File: src/rtl/order_no_allocator.sv
// Round-robin allocator sharing one order-number counter among N_REQ requesters.
// Optional `ORDER_NO_ALLOC_PAUSE_EN adds a pause input that holds off new grants in IDLE.
module order_no_allocator #(
  parameter int N_REQ = 4,
  parameter int ID_W  = 2
) (
  input  logic             clk,
  input  logic             rst_n,
`ifdef ORDER_NO_ALLOC_PAUSE_EN
  input  logic             pause,
`endif
  input  logic [N_REQ-1:0] req,
  input  logic [7:0]       order_no_0,
  input  logic [7:0]       order_no_1,
  input  logic [7:0]       order_no_2,
  input  logic [7:0]       order_no_3,
  input  logic [7:0]       order_no_4,
  output logic             cnt_enable,
  output logic [N_REQ-1:0] ack,
  output logic             alloc_valid,
  output logic [ID_W-1:0]  alloc_id,
  output logic [7:0]       alloc_no_0,
  output logic [7:0]       alloc_no_1,
  output logic [7:0]       alloc_no_2,
  output logic [7:0]       alloc_no_3,
  output logic [7:0]       alloc_no_4,
  output logic             busy
);

  typedef enum logic [1:0] {
    IDLE,
    ISSUE,
    DONE
  } state_e;

  localparam logic [ID_W-1:0] LAST_ID_RST = ID_W'(N_REQ - 1);
  localparam logic [39:0]     ALLOC_NO_RST = {5{8'h30}};

  state_e                  state_q, state_d;
  logic [ID_W-1:0]         win_id_q, win_id_d;
  logic [ID_W-1:0]         last_id_q, last_id_d;
  logic                    cnt_enable_q, cnt_enable_d;
  logic [N_REQ-1:0]        ack_q, ack_d;
  logic                    alloc_valid_q, alloc_valid_d;
  logic [ID_W-1:0]         alloc_id_q, alloc_id_d;
  logic [4:0][7:0]         alloc_no_q, alloc_no_d;

  logic                    grant_ok;
  logic                    rr_found;
  logic [ID_W-1:0]         rr_id;
  logic [ID_W-1:0]         rr_cand;

`ifdef ORDER_NO_ALLOC_PAUSE_EN
  assign grant_ok = ~pause;
`else
  assign grant_ok = 1'b1;
`endif

  // Walk last_id+1, last_id+2, ... with explicit wrap so non-power-of-two N_REQ works.
  always_comb begin
    rr_found = 1'b0;
    rr_id    = last_id_q;
    rr_cand  = last_id_q;
    for (int unsigned i = 0; i < N_REQ; i++) begin
      rr_cand = (rr_cand == LAST_ID_RST) ? '0 : rr_cand + ID_W'(1);
      if (!rr_found && req[rr_cand]) begin
        rr_found = 1'b1;
        rr_id    = rr_cand;
      end
    end
  end

  always_comb begin
    state_d       = state_q;
    win_id_d      = win_id_q;
    last_id_d     = last_id_q;
    cnt_enable_d  = 1'b0;
    ack_d         = '0;
    alloc_valid_d = 1'b0;
    alloc_id_d    = alloc_id_q;
    alloc_no_d    = alloc_no_q;
    case (state_q)
      IDLE: begin
        if (rr_found && grant_ok) begin
          win_id_d     = rr_id;
          last_id_d    = rr_id;
          cnt_enable_d = 1'b1;
          state_d      = ISSUE;
        end
      end
      ISSUE: begin
        // Counter advances on this same edge, so the capture is the pre-increment value.
        alloc_no_d        = {order_no_4, order_no_3, order_no_2, order_no_1, order_no_0};
        alloc_id_d        = win_id_q;
        ack_d[win_id_q]   = 1'b1;
        alloc_valid_d     = 1'b1;
        state_d           = DONE;
      end
      DONE: begin
        state_d = IDLE;
      end
      default: begin
        state_d = IDLE;
      end
    endcase
  end

  always_ff @(posedge clk) begin
    if (!rst_n) begin
      state_q       <= IDLE;
      win_id_q      <= '0;
      last_id_q     <= LAST_ID_RST;
      cnt_enable_q  <= 1'b0;
      ack_q         <= '0;
      alloc_valid_q <= 1'b0;
      alloc_id_q    <= '0;
      alloc_no_q    <= ALLOC_NO_RST;
    end else begin
      state_q       <= state_d;
      win_id_q      <= win_id_d;
      last_id_q     <= last_id_d;
      cnt_enable_q  <= cnt_enable_d;
      ack_q         <= ack_d;
      alloc_valid_q <= alloc_valid_d;
      alloc_id_q    <= alloc_id_d;
      alloc_no_q    <= alloc_no_d;
    end
  end

  // Gating with rst_n keeps the pulse off the moment reset lands mid-ISSUE.
  assign cnt_enable  = cnt_enable_q & rst_n;
  assign ack         = ack_q;
  assign alloc_valid = alloc_valid_q;
  assign alloc_id    = alloc_id_q;
  assign alloc_no_0  = alloc_no_q[0];
  assign alloc_no_1  = alloc_no_q[1];
  assign alloc_no_2  = alloc_no_q[2];
  assign alloc_no_3  = alloc_no_q[3];
  assign alloc_no_4  = alloc_no_q[4];
  assign busy        = (state_q != IDLE);

endmodule
File: config.mk
export PLATFORM = sky130hd
export DESIGN_NAME = order_no_allocator
export DESIGN_NICKNAME = d
export VERILOG_FILES = /design/src/rtl/order_no_allocator.sv
export SDC_FILE = /design/constraint.sdc
export NUM_CORES = 1
export LEC_CHECK = 0
export ABC_AREA = 1
export CORE_MARGIN = 4
export CORE_UTILIZATION = 41
export DETAILED_ROUTE_END_ITERATION = 8
export GPL_TIMING_DRIVEN = 0
export PLACE_DENSITY = 0.9
export SKIP_LAST_GASP = 1
export SLEW_MARGIN = 25
export SYNTH_ARGS = -nofsm -noshare
export SYNTH_HDL_FRONTEND = slang
export SYNTH_SLANG_ARGS = --single-unit
File: constraint.sdc
create_clock -name clk -period 2.18 [get_ports clk]
set_input_delay 0.218 -clock clk [delete_from_list [all_inputs] [get_ports clk]]
set_output_delay 0.218 -clock clk [all_outputs]
set_load 0.02 [all_outputs]
==> impl_metrics.env <==
export IMPL_ys_warn_count=0
export IMPL_route_vias_total=2123
export IMPL_clk_pin_slew_ns=0.09
export IMPL_overflow=0
export IMPL_setup_tns_ns=0
export IMPL_place_congestion=0.889
export IMPL_arrival_ns=2.00
export IMPL_async_reset_ff_share_pct=0
export IMPL_cts_htree_levels=2
export IMPL_yosysSeqAreaShare_pct=52.0
export IMPL_ys_types=20
export IMPL_synth_seq_cells=54
export IMPL_cts_root_buf="clkbuf_8"
export IMPL_synth_edf_count=0
export IMPL_antenna_found_initial=0
export IMPL_dr_pass1_iters=4
export IMPL_holdWs_ns=0.174
export IMPL_skew_ns=0.00616
export IMPL_drt_vias_per_instance=4.70
export IMPL_synth_top_area_share_pct=52.0
export IMPL_drv_cap=0
export IMPL_crit_family="simple AND/OR/NAND/NOR gates"
export IMPL_cp_start_kind="register"
export IMPL_grt_max_degree=17
export IMPL_outcome="finished, final reports clean"
export IMPL_path_max_fanout=8
export IMPL_yosysTopAreaCell="dfxtp_1"
export IMPL_num_rows=25
export IMPL_postSynthCellCount=284
export IMPL_vdd_drop_max_v=0.000633
export IMPL_post_cts_buffers=0
export IMPL_die_width_um=79.2
export IMPL_layout_min_cycle_time_ns=1.82
export IMPL_start_util_pct=43.2
export IMPL_clock_sinks=54
export IMPL_drtIter0Drc=159
export IMPL_layout_drive_gt1_share_pct=4.94
export IMPL_path_cells="ha_1 -> inv_1 -> nand2_1 -> nand2_2 -> nand2_1 -> nand2_2 -> nand3_2 -> nand2_4 -> nor2_1 -> nand2_1 -> a21oi_1"
export IMPL_syn_num_nets=331
export IMPL_slowest_delay_ns=0.48
export IMPL_die_y_um=79.2
export IMPL_route_detailed_drc=0
export IMPL_cts_hold_buf=0
export IMPL_core_area_um2=4820
export IMPL_p_leak_nw=1.39
export IMPL_antennaDiodeCount=0
export IMPL_post_cts_resized=0
export IMPL_clock_path_buffers=2
export IMPL_setup_viol=0
export IMPL_grt_pass1_wl_um=8890
export IMPL_cp_buffers_inverters=1
export IMPL_dpl_hpwl_um=4200
export IMPL_track_usage_pct=17.5
export IMPL_critPathSlowestCell="dfxtp_1"
export IMPL_port_buffers=93
export IMPL_min_period_over_period_pct=83.5
export IMPL_cts_made_buffers=5
export IMPL_power_density_nw_per_um2=1160
export IMPL_die_area_um2=6280
export IMPL_worst_skew_pair_late_latency_ns=0.30
export IMPL_synth_area_per_cell_um2=7.32
export IMPL_path_class="reg2reg"
export IMPL_max_freq_mhz=549
export IMPL_synth_flop_cell="dfxtp_1"
export IMPL_maxSlewViolCount=0
export IMPL_cts_tree="built"
export IMPL_ios=95
export IMPL_maxSlewHeadroom_pct=70.2
export IMPL_grt_pass1_vias=2026
export IMPL_synth_area_leaders="dfxtp_1, nor2_1, nand2_1, o21ai_0, nand3_1"
export IMPL_synth_area_um2=2080
export IMPL_crit_required_ns=2.36
export IMPL_end_kind="register"
export IMPL_fin_nets=431
export IMPL_drtAntennaViolNets=0
export IMPL_min_path_type="in2reg"
export IMPL_final_hold_viol_count=0
export IMPL_routedWlPerCell_um=11.9
export IMPL_grt_setup_unrepaired="false"
export IMPL_routed_wl_um=5370
export IMPL_crit_top_cell="nand2_1"
export IMPL_worst_slew_pin_slew_ns=0.447
export IMPL_area_growth_pct=54.1
-- sequential cells by signal, indices dropped and copies added (netlist names) --
name and count:
alloc_no_2 8, alloc_no_3 8, last_id_q 2, alloc_valid 1, ack 4, alloc_id 2
win_id_q 2, state_q 2, alloc_no_0 8, alloc_no_4 8, alloc_no_1 8, cnt_enable_q 1
-- routing by layer --
metal / global-route usage (%) / share of wire [%] / wire length (um)
met3: 5.78 / 7.7 / 416
met2: 30.6 / 49 / 2610
met1: 20.7 / 42 / 2270
met4: 4.30 / 1.4 / 76
met5: 0 / 0 / 0
-- final timing paths --
kind	startpoint	endpoint	slack (ns)	depth (start not counted)
max	last_id_q[0]$_SDFFE_PN1P_	win_id_q[0]$_SDFFE_PN0P_	0.36	11
min	rst_n	alloc_id[1]$_SDFFE_PN0P_	0.17	3
min reg2reg	alloc_no_4[5]$_SDFFE_PN1P_	alloc_no_4[5]$_SDFFE_PN1P_	0.47	2
max reg2reg	last_id_q[0]$_SDFFE_PN1P_	win_id_q[0]$_SDFFE_PN0P_	0.36	11
-- report_power, final --
group / leakage [nW] / switching, W / internal [W]
clock network: 0.0514 / 0.000302 / 0.000343
registers: 0.446 / 0.000130 / 0.00122
logic: 0.889 / 0.00100 / 0.000711
total: 1.39 / 0.00144 / 0.00228
-- layout by cell type (no fill, tap or decap) --
cell / count
and2_4: 1
a21oi_1: 6
inv_1: 15
nand3_2: 1
clkinvlp_4: 1
clkdlybuf4s50_1: 93
nand2_2: 3
nor3_1: 4
a31oi_1: 1
o21ai_0: 35
buf_6: 1
bufinv_16: 1
a21oi_2: 1
nor2_2: 2
nand3_1: 19
nor2_1: 67
dfxtp_1: 54
nand2_4: 1
clkbuf_1: 13
inv_2: 2
clkinv_1: 1
ha_1: 1
nand2_1: 57
clkbuf_8: 5
-- area by class of cell --
class / instances / area [um^2]
Buffer: 13 / 56.3
Clock inverter: 2 / 37.5
Tap cell: 67 / 83.8
Sequential cell: 54 / 1080
Inverter: 18 / 67.6
Multi-Input combinational cell: 199 / 875
Timing Repair Buffer: 93 / 931
Fill cell: 430 / 1610
Clock buffer: 6 / 72.6
-- through the flow --
stage          setup slack, ns  area (um^2)  cells  utilization (%)  power [W]
5_1_grt                  0.142         3200    452             66.5    0.00399
3_5_place_dp             0.389         3090    444             64.2    0.00309
3_3_place_gp             0.414         3090    444             64.2    0.00303
6_report                 0.360         3200    452             66.5    0.00371
4_1_cts                  0.361         3200    452             66.5    0.00373
2_1_floorplan            0.564         2080    284                -    0.00241
-- cells in the mapped netlist, types with 2 or more instances --
| master | instances |
|---|---|
| nor2_1 | 67 |
| nand2_1 | 57 |
| dfxtp_1 | 54 |
| o21ai_0 | 35 |
| nand3_1 | 19 |
| inv_1 | 15 |
| clkbuf_1 | 12 |
| a21oi_1 | 6 |
| nor3_1 | 4 |
| nand2_2 | 3 |
| inv_2 | 2 |
| nor2_2 | 2 |
-- kinds of logic after synthesis --
family / share of synthesized area, %
flops: 52.0
compound gates: 10.6
simple gates: 30.9
fa+ha+maj: 0.602
buf+inv: 5.96
-- worst register-to-register path: stages, from the launching register on --
cell,delay [ns]
dfxtp_1,0.48
ha_1,0.33
inv_1,0.16
nand2_1,0.10
nand2_2,0.10
nand2_1,0.07
nand2_2,0.08
nand3_2,0.08
nand2_4,0.11
nor2_1,0.05
nand2_1,0.08
a21oi_1,0.06
(Power assumes the default switching activity.)
